**src/rtl/prefetch_buffer.sv**
```systemverilog
// Prefetch buffer: dedups prefetch addresses, issues them in order over a single-outstanding
// memory request channel, and serves demand lookups. Optional macro: PFB_DEMAND_CANCEL_EN.
module prefetch_buffer #(
    parameter int DEPTH = 4,
    parameter int AW    = 16,
    parameter int DW    = 16
) (
    input  logic          clk,
    input  logic          rst,
    input  logic          pf_v,
    input  logic [AW-1:0] pf_addr,
    output logic          pf_drop,
    output logic          mem_req_v,
    output logic [AW-1:0] mem_req_addr,
    input  logic          mem_req_ready,
    input  logic          mem_resp_v,
    input  logic [DW-1:0] mem_resp_data,
    input  logic          demand_v,
    input  logic [AW-1:0] demand_addr,
    output logic          demand_hit,
    output logic [DW-1:0] demand_data
);

    localparam int IW = $clog2(DEPTH);
    localparam int CW = IW + 1;

    typedef enum logic [1:0] {
        ST_INVALID,
        ST_PENDING,
        ST_INFLIGHT,
        ST_READY
    } ent_state_e;

    ent_state_e    state_q [DEPTH];
    ent_state_e    state_d [DEPTH];
    logic [AW-1:0] addr_q  [DEPTH];
    logic [AW-1:0] addr_d  [DEPTH];
    logic [DW-1:0] data_q  [DEPTH];
    logic [DW-1:0] data_d  [DEPTH];

    // Issue queue: entry indices of PENDING entries in allocation order, head at slot 0.
    logic [IW-1:0] q_idx_q [DEPTH];
    logic [IW-1:0] q_idx_d [DEPTH];
    logic [CW-1:0] q_cnt_q, q_cnt_d;
    logic [CW-1:0] q_wr;

    logic          outstanding_q, outstanding_d;
    logic          mem_req_v_q, mem_req_v_d;
    logic [AW-1:0] mem_req_addr_q, mem_req_addr_d;
    logic [IW-1:0] req_idx_q, req_idx_d;
    logic          pf_drop_q, pf_drop_d;
    logic          demand_hit_q, demand_hit_d;
    logic [DW-1:0] demand_data_q, demand_data_d;

    logic [DEPTH-1:0] pf_match, free_vec, hit_vec, cancel_vec, rm_vec;
    logic [IW-1:0]    alloc_idx;
    logic             alloc, hs, resp_fire, head_cancel;

    assign hs        = mem_req_v_q && mem_req_ready;
    assign resp_fire = mem_resp_v && outstanding_q;

    // Decisions below look only at pre-edge state, so a slot freed this cycle stays unusable.
    always_comb begin
        // NOTE: every signal written here gets a default first, so no latch can be inferred.
        pf_match   = '0;
        free_vec   = '0;
        hit_vec    = '0;
        cancel_vec = '0;
        alloc_idx  = '0;
        for (int e = 0; e < DEPTH; e++) begin
            pf_match[e] = (state_q[e] != ST_INVALID) && (addr_q[e] == pf_addr);
            free_vec[e] = (state_q[e] == ST_INVALID);
            hit_vec[e]  = demand_v && (state_q[e] == ST_READY) && (addr_q[e] == demand_addr);
`ifdef PFB_DEMAND_CANCEL_EN
            // A handshake in the same cycle wins: the entry goes INFLIGHT and is kept.
            cancel_vec[e] = demand_v && (state_q[e] == ST_PENDING) && (addr_q[e] == demand_addr)
                            && !(hs && (IW'(e) == req_idx_q));
`endif
        end
        for (int e = DEPTH - 1; e >= 0; e--) begin
            if (free_vec[e]) begin
                alloc_idx = IW'(e);
            end
        end
        alloc  = pf_v && !(|pf_match) && (|free_vec);
        rm_vec = cancel_vec;
        if (hs) begin
            rm_vec[req_idx_q] = 1'b1;
        end
        head_cancel = (q_cnt_q != '0) && cancel_vec[q_idx_q[0]];
    end

    always_comb begin
        state_d = state_q;
        addr_d  = addr_q;
        data_d  = data_q;
        for (int e = 0; e < DEPTH; e++) begin
            if (hit_vec[e] || cancel_vec[e]) begin
                state_d[e] = ST_INVALID;
            end
            if (hs && (IW'(e) == req_idx_q)) begin
                state_d[e] = ST_INFLIGHT;
            end
            if (resp_fire && (state_q[e] == ST_INFLIGHT)) begin
                state_d[e] = ST_READY;
                data_d[e]  = mem_resp_data;
            end
            if (alloc && (IW'(e) == alloc_idx)) begin
                state_d[e] = ST_PENDING;
                addr_d[e]  = pf_addr;
            end
        end
    end

    // Compact the queue around removed entries, then append the new allocation.
    always_comb begin
        q_idx_d = q_idx_q;
        q_wr    = '0;
        for (int i = 0; i < DEPTH; i++) begin
            if ((CW'(i) < q_cnt_q) && !rm_vec[q_idx_q[i]]) begin
                q_idx_d[q_wr[IW-1:0]] = q_idx_q[i];
                q_wr                  = q_wr + CW'(1);
            end
        end
        if (alloc) begin
            q_idx_d[q_wr[IW-1:0]] = alloc_idx;
            q_wr                  = q_wr + CW'(1);
        end
        q_cnt_d = q_wr;
    end

    always_comb begin
        outstanding_d  = outstanding_q;
        mem_req_v_d    = mem_req_v_q;
        mem_req_addr_d = mem_req_addr_q;
        req_idx_d      = req_idx_q;
        if (resp_fire) begin
            outstanding_d = 1'b0;
        end
        if (hs) begin
            outstanding_d = 1'b1;
            mem_req_v_d   = 1'b0;
        end else if (mem_req_v_q) begin
            if (cancel_vec[req_idx_q]) begin
                mem_req_v_d = 1'b0;
            end
        end else if (!outstanding_q && (q_cnt_q != '0) && !head_cancel) begin
            mem_req_v_d    = 1'b1;
            req_idx_d      = q_idx_q[0];
            mem_req_addr_d = addr_q[q_idx_q[0]];
        end
    end

    always_comb begin
        pf_drop_d     = pf_v && !alloc;
        demand_hit_d  = |hit_vec;
        demand_data_d = '0;
        for (int e = 0; e < DEPTH; e++) begin
            if (hit_vec[e]) begin
                demand_data_d = demand_data_d | data_q[e];
            end
        end
    end

    always_ff @(posedge clk or posedge rst) begin
        if (rst) begin
            for (int e = 0; e < DEPTH; e++) begin
                state_q[e] <= ST_INVALID;
                q_idx_q[e] <= '0;
            end
            q_cnt_q        <= '0;
            outstanding_q  <= 1'b0;
            mem_req_v_q    <= 1'b0;
            mem_req_addr_q <= '0;
            req_idx_q      <= '0;
            pf_drop_q      <= 1'b0;
            demand_hit_q   <= 1'b0;
            demand_data_q  <= '0;
        end else begin
            // NOTE: non-blocking assignments keep every flop updating from pre-edge values.
            state_q        <= state_d;
            q_idx_q        <= q_idx_d;
            q_cnt_q        <= q_cnt_d;
            outstanding_q  <= outstanding_d;
            mem_req_v_q    <= mem_req_v_d;
            mem_req_addr_q <= mem_req_addr_d;
            req_idx_q      <= req_idx_d;
            pf_drop_q      <= pf_drop_d;
            demand_hit_q   <= demand_hit_d;
            demand_data_q  <= demand_data_d;
        end
    end

    // NOTE: address/data storage is not reset; entry state gates every read of it.
    always_ff @(posedge clk) begin
        addr_q <= addr_d;
        data_q <= data_d;
    end

    assign pf_drop      = pf_drop_q;
    assign mem_req_v    = mem_req_v_q;
    assign mem_req_addr = mem_req_addr_q;
    assign demand_hit   = demand_hit_q;
    assign demand_data  = demand_data_q;

endmodule

```
**config.mk**
```make
export PLATFORM = sky130hd
export DESIGN_NAME = prefetch_buffer
export DESIGN_NICKNAME = d
export VERILOG_FILES = /design/src/rtl/prefetch_buffer.sv
export SDC_FILE = /design/constraint.sdc
export NUM_CORES = 1
export LEC_CHECK = 0
export ABC_AREA = 1
export BUFFER_PORTS_ARGS = -buffer_cell sky130_fd_sc_hd__buf_4
export CAP_MARGIN = 5
export CELL_PAD_IN_SITES_DETAIL_PLACEMENT = 0
export CELL_PAD_IN_SITES_GLOBAL_PLACEMENT = 1
export CORE_MARGIN = 2
export CORE_UTILIZATION = 46
export CTS_CLUSTER_DIAMETER = 60
export DETAILED_ROUTE_END_ITERATION = 12
export PLACE_DENSITY = 0.87
export SETUP_SLACK_MARGIN = 0.5
export SYNTH_ARGS = -nofsm -noshare
export SYNTH_HDL_FRONTEND = slang
export SYNTH_SLANG_ARGS = --single-unit
```
**constraint.sdc**
```tcl
create_clock -name clk -period 2.9 [get_ports clk]
set_input_delay 0.435 -clock clk [delete_from_list [all_inputs] [get_ports clk]]
set_output_delay 0.435 -clock clk [all_outputs]
set_load 0.02 [all_outputs]
```
==> out/qor.csv <==
metric,value,unit
total power,0.01015,W
vias per cell,5.671,
FF-to-FF setup slack,440,ps
I/O Buffers,88,
worst path required time,3250,ps
Syn Nets,1104,
CP peak stage delay,460,ps
clk sink count,185,
post-DP HPWL,21640,um
GRT Resource Usage Total,27.58,%
synth unique cells,37,
final hold slack,80.87,ps
Slew Limit Fails,0,
arrival time at the worst endpoint,2810,ps
synthesized area,9513,um2
total CTS buffers,17,
die height,147.8,um
Synth Register Bits,185,
Cell Rows,52,
status,"finished, final reports clean",
Tmin final,2461,ps
storage element area,5274,um2
CTS tree,yes,
Iter 0 DRT Violations,825,
Inserted Diodes,0,
max cap viols,0,
"Worst Path Class, Setup",flop to flop,
worst hold path type,input port to asynchronous set/reset pin,
ys async rst share,30.81,%
Post-synth top flop,edfxtp_1,
post-place setup slack,197.0,ps
"Design Area, Final",11680,um2
later-pin clock latency in the skew report,460,ps
Mapped Avg Cell Area,9.112,um2
startpoint types,flop,
Worst Max-Slew Pin Slew,695.2,ps
final hold vios,0,
launching point of the worst reg2reg path,req_idx_q[1],
fin crit share,84.87,%
dpl cell area,10780,um2
cells after synthesis,1044,
fmax,406.3,MHz
peak supply drop,0.4193,mV
layout cell share with drive strength beyond 1,20.95,%
drt wl/cell,20.37,um
most used cell along the critical path,nand2_1,
H-Tree Depth,4,
Chip Width,147.8,um
CP endpoint kind,flop,
Vias,8245,
GRT Residual Overflow,0,
post-route setup slack,438.7,ps
Critical Path Fanout Max,5,
Clock Path Buffers,2,
vias in the first global route,7649,
nets,1231,
slowest CP cell,dfrtp_2,
pin count of the biggest net entering global routing,35,
Max-slew headroom,53.16,%
sequential area share after synthesis,55.40,%
Pwr Density,868.5,nW/um2
clock root cell,clkbuf_16,
# IOs,89,
setup TNS,0,ps
hold buffers post-CTS,0,
crit path cell chain,buf_6 > nor2_4 > nand2_4 > nand2_1 > nand2_1 > o21ai_2 > nor2_4 > buf_6 > ha_4 > inv_2 > nand2_2 > nand2_2 > inv_2 > ha_4 > nand2_4 > nand2_8 > inv_8 > nand3_4 > inv_2 > nand2_1 > nand2_1,
RSZ-0062 raised after global routing,yes,
global-route wire length before repair,45120,um
"delay-heaviest family, CP",simple AND/OR/NAND/NOR gates,
Final GP Congestion,0.9629,
Initial Util,47.01,%
Detail Route Antenna Nets,0,
Leakage,5.037,nW
Fillers,1765,
Ys Warns,0,
r2r endpoint,q_idx_q[7],
DRC viols,0,
"Clk pin slew, worst setup/hold paths",80,ps
multi-input combinational cell area,3834,um2
Placeable Area,20230,um2
initial antenna violation count,0,
Buf/Inv on CP,6,
final setup fails,0,
"Area growth, synth to finish",22.81,%
number of optimization iterations in the first detailed-route pass,6,
R2R cell count,21,
total wire length,29620,um
Die ar.,21850,um2
"EDFF count, synth",128,
clk_skew,12.57,ps
-- kinds of logic (layout without fill, tap and decap cells) --
family          count (synthesis)  after routing  share of synthesized area [%]
fa+ha+maj                       6              6                         0.7891
buf+inv                       162            302                          6.695
simple gates                  496            496                          24.60
flops                         185            185                          55.40
compound gates                156            156                          8.931
xor+xnor                       39             39                          3.591
-- metal layers --
metal,global-route usage [%],part of all wire (%),up-vias
met3,4.167,7.9,57
met1,39.30,43,3929
li1,-,-,3835
met2,43.09,46,424
met4,10.05,3.0,0
met5,0,0,-
-- through the flow --
step	cells	util, %
2_1_floorplan	1044	-
3_3_place_gp	1408	53.30
3_5_place_dp	1408	53.30
4_1_cts	1450	57.10
5_1_grt	1454	57.74
6_report	1454	57.74
-- placed cells by master (no fill, tap or decap), drive strengths merged, types with 3 or more instances in the layout --
cell and count:
a21oi 29, a31oi 10, buf 137, clkbuf 17
clkinv 6, dfrtp 57, edfxtp 128, ha 6
inv 142, nand2 259, nand3 33, nand4 95
nor2 85, nor3 17, o2111ai 3, o211ai 6
o21ai 85, o22ai 22, or2 4, xnor2 11
xor2 28
-- worst max-delay path by stage --
stage / from / end / slack (ps) / cells after the start
after floorplan: mem_req_v / q_idx_q[6] / 500 / 20
after global placement: mem_req_ready / q_idx_q[6] / 290 / 19
after detailed placement: mem_req_ready / q_idx_q[4] / 200 / 20
after CTS: mem_req_v / q_idx_q[7] / 500 / 18
after global routing: req_idx_q[1] / q_idx_q[0] / 310 / 19
final: req_idx_q[1] / q_idx_q[7] / 440 / 21
-- cell type report --
| class | count | area share [%] |
|---|---|---|
| clock inverters | 15 | 1.874 |
| inverters | 133 | 4.445 |
| multi-input cells | 697 | 32.82 |
| well taps | 270 | 2.892 |
| clock buffers | 17 | 3.641 |
| repair buffers | 137 | 9.189 |
| flip-flops and latches | 185 | 45.14 |
-- cells in the mapped netlist (11+ instances only) --
cell type | count | area share [%]
nand4_1 | 93 | 6.1
o21ai_0 | 79 | 4.2
o22ai_1 | 22 | 1.4
xnor2_1 | 11 | 1.0
nand3_1 | 26 | 1.4
dfrtp_1 | 57 | 15
edfxtp_1 | 128 | 40
nand2_1 | 249 | 9.8
a21oi_1 | 29 | 1.5
xor2_1 | 28 | 2.6
inv_1 | 127 | 5.0
nor2_1 | 83 | 3.3
clkbuf_1 | 14 | 0.55
-- state kept, by name (all words and copies together), names as in the netlist, 2 cells and up --
name	count
data_q	64
mem_req_addr	16
q_cnt_q	3
state_q	8
req_idx_q	2
demand_data	16
addr_q	64
q_idx_q	8
-- report_power, final --
part	internal [W]	leakage, nW	switching, W
registers	0.00333	1.87	0.000349
clock network	0.00121	0.308	0.00126
logic	0.00143	2.86	0.00257
total	0.00597	5.04	0.00418
-- timing repair --
item / 4_1_cts / 5_1_grt
buffers inserted: 10 / 4
endpoints found under the hold margin: 0 / 0
resized for setup: 18 / 35
pin swaps: 10 / 18
endpoints found under the setup margin: 10 / 10
No activity file was read; power rests on OpenSTA's default activity.
